### src/rtl/lcd_pkg.sv
// Shared types and constants for the HD44780-style LCD bus receiver.
// Pure declarations: no latency or backpressure of its own.
package lcd_pkg;

  typedef enum logic [1:0] {
    INIT8  = 2'd0,
    NIB_HI = 2'd1,
    NIB_LO = 2'd2
  } lcd_state_t;

  localparam logic [7:0] CMD_CLEAR = 8'h01;
  localparam logic [7:0] CMD_HOME  = 8'h02;
  localparam logic [7:0] CMD_ENTRY = 8'h04;
  localparam logic [7:0] CMD_FUNC  = 8'h20;
  localparam logic [7:0] CMD_DDRAM = 8'h80;

  // DDRAM address counter wraps modulo 128 in both directions.
  function automatic logic [6:0] step_addr(input logic [6:0] addr, input logic inc);
    return inc ? addr + 7'd1 : addr - 7'd1;
  endfunction

endpackage

### src/rtl/lcd_busy_timer.sv
// Loadable down-counter modelling the LCD busy window.
// Latency: busy rises the cycle after load; no backpressure, load always wins.
// Backpressure: none, the counter simply restarts on every load.
module lcd_busy_timer #(
  parameter int CNT_W = 17
) (
  input  logic             clk,
  input  logic             rst_n,
  input  logic             load,
  input  logic [CNT_W-1:0] value,
  output logic             busy
);

  logic [CNT_W-1:0] cnt;

  always_ff @(posedge clk or negedge rst_n) begin
    if (!rst_n) begin
      cnt <= '0;
    end else if (load) begin
      cnt <= value;
    end else if (cnt != '0) begin
      cnt <= cnt - 1'b1;
    end
  end

  assign busy = (cnt != '0);

endmodule

### src/rtl/lcd_nibble_receiver.sv
// Receiving end of the processor's character-LCD bus: init tracking, nibble assembly, command decode.
// Latency: all outputs update one clk after the registered strobe sample.
// Backpressure: none; strobes arriving inside the busy window are processed and flagged timing_err.
module lcd_nibble_receiver
  import lcd_pkg::*;
#(
  parameter int BUSY_CYC = 2000,
  parameter int CLR_CYC  = 82000,
  parameter int CNT_W    = 17
) (
  input  logic       clk,
  input  logic       rst_n,
  input  logic       sf_e,
  input  logic       e,
  input  logic       rs,
  input  logic       rw,
  input  logic       d,
  input  logic       c,
  input  logic       b,
  input  logic       a,
  output logic       mode_4bit,
  output logic       byte_valid,
  output logic [7:0] byte_data,
  output logic       byte_rs,
  output logic       char_we,
  output logic [6:0] char_addr,
  output logic [7:0] char_data,
  output logic       clear_pulse,
  output logic [6:0] ddram_addr,
  output logic       busy,
  output logic       proto_err,
  output logic       timing_err
);

  // Bus samples; strobe is taken on the registered falling edge of e.
  logic       smp_sfe, smp_e, smp_e_prev, smp_rs, smp_rw;
  logic [3:0] smp_nib;
  logic       strobe;

  always_ff @(posedge clk or negedge rst_n) begin
    if (!rst_n) begin
      smp_sfe    <= 1'b0;
      smp_e      <= 1'b0;
      smp_e_prev <= 1'b0;
      smp_rs     <= 1'b0;
      smp_rw     <= 1'b0;
      smp_nib    <= 4'h0;
    end else begin
      smp_sfe    <= sf_e;
      smp_e      <= e;
      smp_e_prev <= smp_e;
      smp_rs     <= rs;
      smp_rw     <= rw;
      smp_nib    <= {d, c, b, a};
    end
  end

  assign strobe = smp_sfe & ~smp_rw & ~smp_e & smp_e_prev;

  lcd_state_t       state_q, state_nx;
  logic             mode_nx, incr_q, incr_nx;
  logic [6:0]       addr_nx, char_addr_nx;
  logic [3:0]       hi_nib_q, hi_nib_nx;
  logic             hi_rs_q, hi_rs_nx;
  logic [7:0]       byte_nx, char_data_nx;
  logic             byte_rs_nx, have_byte;
  logic             bv_nx, we_nx, clr_nx, pe_nx, te_nx;
  logic             load;
  logic [CNT_W-1:0] load_val;

  always_ff @(posedge clk or negedge rst_n) begin
    if (!rst_n) begin
      state_q     <= INIT8;
      mode_4bit   <= 1'b0;
      incr_q      <= 1'b1;
      ddram_addr  <= 7'h00;
      hi_nib_q    <= 4'h0;
      hi_rs_q     <= 1'b0;
      byte_valid  <= 1'b0;
      byte_data   <= 8'h00;
      byte_rs     <= 1'b0;
      char_we     <= 1'b0;
      char_addr   <= 7'h00;
      char_data   <= 8'h00;
      clear_pulse <= 1'b0;
      proto_err   <= 1'b0;
      timing_err  <= 1'b0;
    end else begin
      state_q     <= state_nx;
      mode_4bit   <= mode_nx;
      incr_q      <= incr_nx;
      ddram_addr  <= addr_nx;
      hi_nib_q    <= hi_nib_nx;
      hi_rs_q     <= hi_rs_nx;
      byte_valid  <= bv_nx;
      byte_data   <= byte_nx;
      byte_rs     <= byte_rs_nx;
      char_we     <= we_nx;
      char_addr   <= char_addr_nx;
      char_data   <= char_data_nx;
      clear_pulse <= clr_nx;
      proto_err   <= pe_nx;
      timing_err  <= te_nx;
    end
  end

  always_comb begin
    state_nx     = state_q;
    mode_nx      = mode_4bit;
    incr_nx      = incr_q;
    addr_nx      = ddram_addr;
    hi_nib_nx    = hi_nib_q;
    hi_rs_nx     = hi_rs_q;
    byte_nx      = byte_data;
    byte_rs_nx   = byte_rs;
    char_addr_nx = char_addr;
    char_data_nx = char_data;
    have_byte    = 1'b0;
    bv_nx        = 1'b0;
    we_nx        = 1'b0;
    clr_nx       = 1'b0;
    pe_nx        = 1'b0;
    te_nx        = 1'b0;
    load         = 1'b0;
    load_val     = CNT_W'(BUSY_CYC);

    if (strobe) begin
      te_nx = busy;
      case (state_q)
        INIT8: begin
          if (!smp_rs) begin
            have_byte  = 1'b1;
            byte_nx    = {smp_nib, 4'h0};
            byte_rs_nx = 1'b0;
          end
        end
        NIB_HI: begin
          hi_nib_nx = smp_nib;
          hi_rs_nx  = smp_rs;
          state_nx  = NIB_LO;
        end
        NIB_LO: begin
          state_nx = NIB_HI;
          if (smp_rs != hi_rs_q) begin
            pe_nx = 1'b1;
          end else begin
            have_byte  = 1'b1;
            byte_nx    = {hi_nib_q, smp_nib};
            byte_rs_nx = smp_rs;
          end
        end
        default: state_nx = INIT8;
      endcase

      if (have_byte) begin
        bv_nx = 1'b1;
        load  = 1'b1;
        if (byte_rs_nx) begin
          we_nx        = 1'b1;
          char_addr_nx = ddram_addr;
          char_data_nx = byte_nx;
          addr_nx      = step_addr(ddram_addr, incr_q);
        end else begin
          // Highest set bit selects the instruction.
          casez (byte_nx)
            8'b1???????: addr_nx = byte_nx[6:0];
            8'b001?????: begin
              if (byte_nx[4]) begin
                state_nx = INIT8;
                mode_nx  = 1'b0;
              end else if (state_q == INIT8) begin
                state_nx = NIB_HI;
                mode_nx  = 1'b1;
              end
            end
            8'b000001??: incr_nx = byte_nx[1];
            8'b0000001?: begin
              addr_nx  = 7'h00;
              load_val = CNT_W'(CLR_CYC);
            end
            8'b00000001: begin
              addr_nx  = 7'h00;
              incr_nx  = 1'b1;
              clr_nx   = 1'b1;
              load_val = CNT_W'(CLR_CYC);
            end
            default: ;
          endcase
        end
      end
    end
  end

  lcd_busy_timer #(.CNT_W(CNT_W)) u_busy (
    .clk   (clk),
    .rst_n (rst_n),
    .load  (load),
    .value (load_val),
    .busy  (busy)
  );

endmodule

### config.mk
export PLATFORM = sky130hd
export DESIGN_NAME = lcd_nibble_receiver
export DESIGN_NICKNAME = d
export VERILOG_FILES = /design/src/rtl/lcd_pkg.sv /design/src/rtl/lcd_busy_timer.sv /design/src/rtl/lcd_nibble_receiver.sv
export SDC_FILE = /design/constraint.sdc
export NUM_CORES = 1
export LEC_CHECK = 0
export ABC_AREA = 1
export CAP_MARGIN = 10
export CORE_MARGIN = 5
export CORE_UTILIZATION = 34
export CTS_CLUSTER_SIZE = 30
export DETAILED_ROUTE_END_ITERATION = 6
export RECOVER_POWER = 100
export SLEW_MARGIN = 40
export SYNTH_ARGS = -nofsm -noshare
export SYNTH_HDL_FRONTEND = slang
export SYNTH_SLANG_ARGS = --single-unit
### constraint.sdc
create_clock -name clk -period 2.39 [get_ports clk]
set_input_delay 0.478 -clock clk [delete_from_list [all_inputs] [get_ports clk]]
set_output_delay 0.478 -clock clk [all_outputs]
set_load 0.005 [all_outputs]
### Word-level counts from Yosys, hierarchy flattened

Index checks and enable logic that the tools add are counted.

* $add $sub $neg: 3
* equality and inequality tests: 7
* muxes and demuxes: 43
* bitwise operators: 6
* reductions and logical operators: 12

Operators by type and width (count)
* 17-bit two-way mux: 6
* 8-bit two-way mux: 3
* 1-bit two-way mux: 21
* 17-bit nonzero test: 1
* 17-bit by 1-bit subtractor with 17-bit output, second input constant: 1
* 8-bit case mux with 2 select lines: 1
* 7-bit two-way mux: 2
* 7-bit case mux with 2 select lines: 1
* 2-bit two-way mux: 5
* 8-bit by 1-bit == test with 1-bit output, second input constant: 1
* 7-bit by 1-bit adder with 7-bit output, second input constant: 1
* 7-bit by 1-bit == test with 1-bit output, second input constant: 1
* 7-bit by 1-bit subtractor with 7-bit output, second input constant: 1
* 6-bit by 1-bit == test with 1-bit output, second input constant: 1
* 1-bit case mux with 2 select lines: 3
* 2-bit case mux with 3 select lines: 1
* 3-bit AND reduction: 2
* 2-bit nonzero test: 3
* 5-bit AND reduction: 1
* 4-bit AND reduction: 1
* 1-bit AND: 3
* 3-bit by 1-bit == test with 1-bit output, second input constant: 1
* 1-bit inverter: 3
* 3-bit nonzero test: 1
* 6 further kinds: 6

* register bits after elaboration: 71
* output and inout bits: 38
* logic and storage cells: 93

### Longest topological paths before layout

Gate-level depths: netlist of the first run.

* word-level depth: 12
* mapped depth: 14
* gate-level depth less buffers: 14

### By module

Synthesis of the first run repeated with hierarchy kept, for this count alone.

* cells, all modules: 486
* area, all modules: 3860.0 um^2

By module, submodules not included
* lcd_nibble_receiver: times used 1, cells each 319, area an instance 2677.6 um^2, seq. area each 1352.5 um^2
* lcd_busy_timer: times used 1, cells each 167, area an instance 1182.4 um^2, seq. area each 425.4 um^2

### Worst setup path before layout of the first run

No wires, ideal clock.

* path type: register to register
* from: reg incr_q
* to: reg ddram_addr[6]
* library setup time: 0.065 ns
* arrival: 1.688 ns
* data required time: 2.325 ns
* slack: 0.637 ns
* stages on the path, launching flop included: 12
* path buffers: 0
* period minus slack after synthesis: 1.753 ns
* path through: dfstp_2 inv_1 ha_1 inv_1 o21bai_1 nand2_1 nand3_1 xor2_1 nand2_1 o21ai_0 nand3_1 nand2_1

* word-level cells in the longest chain between the ends: 2

Ends and longest elaborated chain
* start: declaration: line lcd_nibble_receiver.sv:61 `logic mode_nx, incr_q, incr_nx;`
* start signal: assignment: line lcd_nibble_receiver.sv:91 `incr_q <= incr_nx;`
* 7-bit two-way mux: line lcd_pkg.sv:19 `return inc ? addr + 7'd1 : addr - 7'd1;`
* 7-bit two-way mux: line lcd_nibble_receiver.sv:158 `if (byte_rs_nx) begin`
* end signal: assignment: line lcd_nibble_receiver.sv:92 `ddram_addr <= addr_nx;`
* end: declaration: line lcd_nibble_receiver.sv:29 `output logic [6:0] ddram_addr,`

No other way between the ends.
A chain may end at the register's enable or synchronous reset.

### Worst setup path after layout of the first run

* from: reg u_busy.cnt[1]
* to: out busy

* word-level cells in the longest chain between the ends: 1

Ends and longest elaborated chain
* start: declaration: line lcd_busy_timer.sv:14 `logic [CNT_W-1:0] cnt;`
* start signal: assignment: line lcd_busy_timer.sv:20 `cnt <= value;`
* start signal: assignment: line lcd_busy_timer.sv:22 `cnt <= cnt - 1'b1;`
* 17-bit nonzero test: line lcd_busy_timer.sv:26 `assign busy = (cnt != '0);`
* end: declaration: line lcd_nibble_receiver.sv:30 `output logic busy,`

No other way between the ends.

==> results of run 1 <==
-- stage by stage --
| step | power, mW | instances | hold slack [ps] | setup slack, ps |
|---|---|---|---|---|
| detailed placement | 2.885 | 607 | 389.1 | 202.3 |
| global placement | 2.860 | 607 | 378.6 | 219.1 |
| global route | 4.261 | 627 | 417.0 | 9.430 |
| finish | 3.955 | 627 | 383.1 | 113.8 |
| floorplan | 2.496 | 423 | 182.4 | 637.4 |
| CTS | 4.036 | 626 | 133.8 | 96.10 |
-- worst max path at each step --
stage	startpoint	endpoint	slack, ps	depth (start not counted)
after floorplan	incr_q$_DFFE_PN1P_	ddram_addr[6]$_DFFE_PN0P_	640	11
after global placement	u_busy.cnt[0]$_DFFE_PN0P_	busy	220	8
after detailed placement	u_busy.cnt[0]$_DFFE_PN0P_	busy	200	8
after CTS	u_busy.cnt[1]$_DFFE_PN0P_	busy	100	8
after global routing	u_busy.cnt[3]$_DFFE_PN0P_	busy	9	9
final	u_busy.cnt[1]$_DFFE_PN0P_	busy	110	8
-- layer usage --
metal / vias to the layer above / part of all wire [%] / wire length [microns] / global-route usage [%]
li1: 1469 / - / - / -
met1: 1352 / 46 / 3875 / 17.73
met2: 65 / 47 / 3957 / 22.41
met3: 14 / 5.2 / 440 / 3.450
met4: 0 / 1.5 / 130 / 5.449
met5: - / 0 / 0 / 0
-- sequential cells by signal, indices dropped and copies added (netlist names) --
name	count
u_busy.cnt	17
byte_data	8
char_data	8
char_addr	7
ddram_addr	7
hi_nib_q	4
smp_nib	4
state_q	2
byte_rs	1
byte_valid	1
char_we	1
clear_pulse	1
hi_rs_q	1
incr_q	1
mode_4bit	1
proto_err	1
smp_e	1
smp_e_prev	1
smp_rs	1
smp_rw	1
smp_sfe	1
timing_err	1
-- power by group --
part	switching (mW)	total, mW	internal (mW)
combinational	0.768	1.30	0.529
sequential	0.168	1.58	1.41
clock	0.435	1.08	0.644
total	1.37	3.95	2.58
-- layout by cell type (no fill, tap or decap), types with 3 or more instances in the layout --
cell             n
inv_2            9
nor3_1           9
nor2_2           5
o21ai_0         29
o211ai_1         4
nand2_1        125
mux2_2           4
xor2_1          11
nor2_1          29
dlygate4sd3_1   45
xnor2_1          5
clkbuf_8        11
nand2_4          5
a21oi_1          7
nor2_4           6
nand3_1         33
nand4_1          3
inv_1           42
buf_4            5
clkbuf_1         6
ha_1             5
a31oi_1          3
dfrtp_1         70
-- cell type report --
class	instances	area, sq um	share of cell area (%)
timing repair buffer	58	531.8	11.87
sequential	71	1778	39.69
clock inverter	3	65.06	1.453
inverter	51	191.4	4.274
clock buffer	13	158.9	3.547
multi-input combinational	295	1584	35.36
tap	136	170.2	3.799
-- worst max-delay path: stages (launching register included) --
cell	delay [ps]
dfrtp_1	390
inv_2	70
ha_4	140
nand2_1	100
nor2_2	140
nand4_1	140
nor2_2	130
inv_1	70
dlygate4sd2_1	260
-- logic make-up after synthesis --
| group | after synthesis | share of synthesized area [%] |
|---|---|---|
| mux | 4 | 1.261 |
| simple gates | 222 | 29.22 |
| xor+xnor | 16 | 3.924 |
| flops | 71 | 49.79 |
| fa+ha+maj | 7 | 2.663 |
| compound gates | 46 | 7.078 |
| buf+inv | 57 | 6.061 |
-- timing repair --
item / CTS / global route
setup buffers: 3 / 1
pin swaps: 3 / 1
hold buffers: 0 / 0
endpoints found under the setup margin: 1 / 1
resized for setup: 5 / 2
==> impl_metrics.tcl, run 1 <==
set metrics [dict create \
    status "completed" \
    worstHoldStart "smp_e$_DFF_PN0_" \
    synth_top_area_share_pct 49.05 \
    place_congestion 0.8753 \
    fin_nets 503 \
    r2r-start "state_q[0]$_DFFE_PN0P_" \
    clk_pin_slew_ps 80 \
    drv_cap 0 \
    drv_slew 0 \
    worst_setup_path_end_kind "output port" \
    rows 37 \
    ys_async_sr_fraction_pct 100.0 \
    initial_core_util_pct 34.75 \
    hpwl_mm 6.060 \
    syn_avg_cell_area_sq_um 8.442 \
    postSynthCellCount 423 \
    grt_overflow 0 \
    setup_violations 0 \
    hold_viol 0 \
    post-route-util_pct 43.58 \
    vias 2900 \
    criticalPathCategory "flip-flop to output port" \
    synth_warnings 0 \
    clockBufferDepth 2 \
    grt_usage_pct 13.82 \
    nFillCells 1044 \
    routed_wirelength_mm 8.402 \
    synth_nets 440 \
    wl_per_cell_microns 13.40 \
    r2r_slack_ps 210 \
    finalClockSkew_ps 8.853 \
    cts_tree "built" \
    r2r_cells 10 \
    max_freq_ghz 0.4393 \
    drtIter0Drc 113 \
    yosysMostFrequentCell "nand2_1" \
    synthTopCellsByCount "124 x nand2_1, 70 x dfrtp_1, 43 x inv_1" \
    tightest_slew_ps 1269 \
    synth-edff-count 0 \
    core_sq_um 10280 \
    arrival_ps 1800 \
    rsz0062_at_grt "no" \
    slew_headroom_pct 15.42 \
    die_w_microns 112.5 \
    syn2layout_area_growth_pct 25.44 \
    insertion_delay_ps 340 \
    dieArea_sq_um 12650 \
    place_area_sq_um 4247 \
    ys_top_cells_by_area "dfrtp_1 49%, nand2_1 13%, nand3_1 4.6%, inv_1 4.5%, o21ai_0 3.4%" \
    power_density_nw_per_um2 882.9 \
    rr_endpoint "incr_q$_DFFE_PN1P_" \
    hold_path_class "flip-flop to flip-flop" \
    drive_gt1_share_pct 12.02 \
    antenna_found_initial 0 \
    ant_nets 0 \
    cts.sinks 71 \
    grt_pass1_vias 2912 \
    yosysTopAreaCell "dfrtp_1" \
    drtPass1Iterations 4 \
    path_max_fanout 4 \
    cts_buffers 9 \
    finalInstanceArea_sq_um 4479 \
    startpoint_type "flip-flop" \
    tns_ps 0 \
    fin_crit_ps 2276 \
    yosysSeqAreaShare_pct 49.79 \
    htree_levels 3 \
    crit_required_ps 1910 \
    ir_drop_mv 0.3640 \
    ys.flop_type "dfrtp_1" \
    yosys_register_bits 71 \
    synth_area_sq_um 3571 \
    portBuffers 47 \
    root_buffer "clkbuf_8" \
    die_h_microns 112.5 \
    diodes 0 \
    io_pins 48 \
    yosysUniqueCellTypes 33 \
    min_period_over_period_pct 95.24 \
    via_per_inst 4.625 \
    grt_max_degree 50 \
    hold-path-cell-count 0 \
    min_to "smp_e_prev$_DFF_PN0_" \
    grt_pass1_wl_mm 14.14 \
    drc 0 \
    cellLeakagePower_nw 2.301 \
]
(Power assumes the default switching activity.)
==> run 2: changes to the inputs <==
--- a/config.mk
+++ b/config.mk
@@ -12,6 +12,7 @@
 export CTS_CLUSTER_SIZE = 30
 export DETAILED_ROUTE_END_ITERATION = 6
 export RECOVER_POWER = 100
+export SKIP_LAST_GASP = 1
 export SLEW_MARGIN = 40
 export SYNTH_ARGS = -nofsm -noshare
 export SYNTH_HDL_FRONTEND = slang
==> results of run 2 <==
Final layout, timing and power as in run 1 (identical DEF).
==> run 3: changes to the inputs <==
--- a/config.mk
+++ b/config.mk
@@ -8,11 +8,12 @@
 export ABC_AREA = 1
 export CAP_MARGIN = 10
 export CORE_MARGIN = 5
-export CORE_UTILIZATION = 34
+export CORE_UTILIZATION = 55
+export CTS_CLUSTER_DIAMETER = 120
 export CTS_CLUSTER_SIZE = 30
 export DETAILED_ROUTE_END_ITERATION = 6
+export PLACE_DENSITY = 0.8
 export RECOVER_POWER = 100
-export SKIP_LAST_GASP = 1
 export SLEW_MARGIN = 40
 export SYNTH_ARGS = -nofsm -noshare
 export SYNTH_HDL_FRONTEND = slang
==> impl_metrics.tcl, run 3 (synthesis gave the netlist of run 1 again) <==
set metrics [dict create \
    grt_usage_pct 21.39 \
    crit_required_ps 1910 \
    htree_levels 3 \
    power_density_nw_per_um2 867.4 \
    place_congestion 0.8963 \
    rows 29 \
    globalRouteMet2Util_pct 34.08 \
    root_buffer "clkbuf_8" \
    largest_reg_flops 17 \
    place_area_sq_um 4173 \
    drv_cap 0 \
    cts_buffers 9 \
    dp_cells 548 \
    drtIter0Drc 198 \
    holdWs_ps 328.4 \
    tightest_slew_ps 1161 \
    initial_core_util_pct 56.24 \
    max_freq_ghz 0.4447 \
    dieArea_sq_um 8204 \
    grt_pass1_vias 3056 \
    syn2layout_area_growth_pct 22.28 \
    slew_headroom_pct 22.61 \
    fin_nets 503 \
    mostFrequentLayoutCell "nand2_1" \
    drv_slew 0 \
    largestRegisters "u_busy.cnt: 17 flops, byte_data: 8 flops, char_data: 8 flops" \
    die_h_microns 90.58 \
    setup_ws_ps 141.1 \
    fin_crit_ps 2249 \
    via_per_inst 5.303 \
    portBuffers 47 \
    use_met1_pct 27.74 \
    hold_viol 0 \
    busiest_layer "met2" \
    die_w_microns 90.58 \
    criticalPathCategory "flip-flop to output port" \
    finalClockSkew_ps 12.48 \
    drc 0 \
    use_met3_pct 5.500 \
    hpwl_mm 5.963 \
    hold_path_class "input pin to asynchronous set/reset pin" \
    drive_gt1_share_pct 12.22 \
    cellLeakagePower_nw 2.281 \
    cts_tree "built" \
    arrival_ps 1770 \
    min_period_over_period_pct 94.10 \
    wl_per_cell_microns 14.38 \
    dpl_worst_slack_ps 193.1 \
    grt_max_degree 51 \
    core_sq_um 6350 \
    diodes 0 \
    ant_nets 0 \
    worst_setup_path_end_kind "output port" \
    antenna_found_initial 0 \
    insertion_delay_ps 350 \
    cts.sinks 71 \
    vias 3012 \
    path_max_fanout 4 \
    grt_pass1_wl_mm 14.27 \
    ir_drop_mv 0.5059 \
    drtPass1Iterations 5 \
    routed_wirelength_mm 8.168 \
    finalInstanceArea_sq_um 4367 \
    postCtsHoldBufs 0 \
    startpoint_type "flip-flop" \
    layout_common_cells "124 x nand2_1, 70 x dfrtp_1, 45 x dlygate4sd3_1" \
    setup_violations 0 \
    io_pins 48 \
    regMostFlops "u_busy.cnt" \
    grt_overflow 0 \
    stdcell_count 568 \
    clk_pin_slew_ps 90 \
    clockBufferDepth 2 \
    status "completed" \
]
[run 3: changes by cell type in the layout (fill, tap and decap cells not counted)]
cell,change
nand3_1,+1
nand2_2,+1
clkbuf_1,-2
nor3_1,-1
clkinv_4,+4
nand2_1,-1
inv_8,+1
nor3_2,+1
inv_1,+2
bufinv_16,-2
clkinvlp_4,+1
clkbuf_8,-2
nand3_2,-1
inv_2,-2
[run 3: area by class of cell]
type                            instances  area, sq um
Fill cell                             513         1983
Sequential cell                        71         1778
Multi-Input combinational cell        295         1587
Timing Repair Buffer                   58        531.8
Inverter                               51        191.4
Clock buffer                            9        123.9
Tap cell                               77        96.34
Clock inverter                          7        58.81
[run 3: worst paths after layout]
| check | startpoint | end | slack [ps] | cells past startpoint |
|---|---|---|---|---|
| worst max register to register | state_q[0]$_DFFE_PN0P_ | ddram_addr[0]$_DFFE_PN0P_ | 220 | 9 |
| worst min register to register | smp_e$_DFF_PN0_ | smp_e_prev$_DFF_PN0_ | 410 | 0 |
| worst min-delay path | rst_n | byte_valid$_DFF_PN0_ | 330 | 1 |
| worst max-delay path | u_busy.cnt[1]$_DFFE_PN0P_ | busy | 140 | 8 |
| max in group asynchronous | rst_n | byte_data[3]$_DFFE_PN0P_ | 680 | 2 |
| min in group clk | smp_e$_DFF_PN0_ | smp_e_prev$_DFF_PN0_ | 410 | 0 |
[run 3: stage by stage]
| stage | util [%] | power [mW] | TNS, ps |
|---|---|---|---|
| floorplan | - | 2.496 | 0 |
| global placement | 65.71 | 2.831 | 0 |
| detailed placement | 65.71 | 2.880 | 0 |
| CTS | 68.89 | 3.794 | 0 |
| global route | 68.77 | 4.064 | -9.673 |
| finish | 68.77 | 3.788 | 0 |
[run 3: worst max-delay path, cell delays in order, from the launching register on]
cell and delay, ps:
dfrtp_1 410, inv_2 80, ha_4 150, nand2_2 80, nor2_2 100, nand4_1 120
nor2_1 140, inv_1 70, dlygate4sd2_1 260
[run 3: repair_timing]
| item | 4_1_cts | 5_1_grt |
|---|---|---|
| pin swaps | 4 | 3 |
| gates resized for setup | 5 | 2 |
| endpoints found under the hold margin | 0 | 0 |
| setup endpoints to repair | 1 | 1 |
| setup buffers | 1 | 3 |
[run 3: report_power, final]
group,total [mW],internal [mW],switching [mW]
Combinational,1.32,0.542,0.782
Sequential,1.58,1.41,0.171
Clock,0.883,0.388,0.495
[run 3: layer usage]
layer	share of wire, %	vias to the layer above
li1	-	1477
met1	42	1425
met2	50	91
met3	5.4	19
met4	2.4	0
met5	0	-
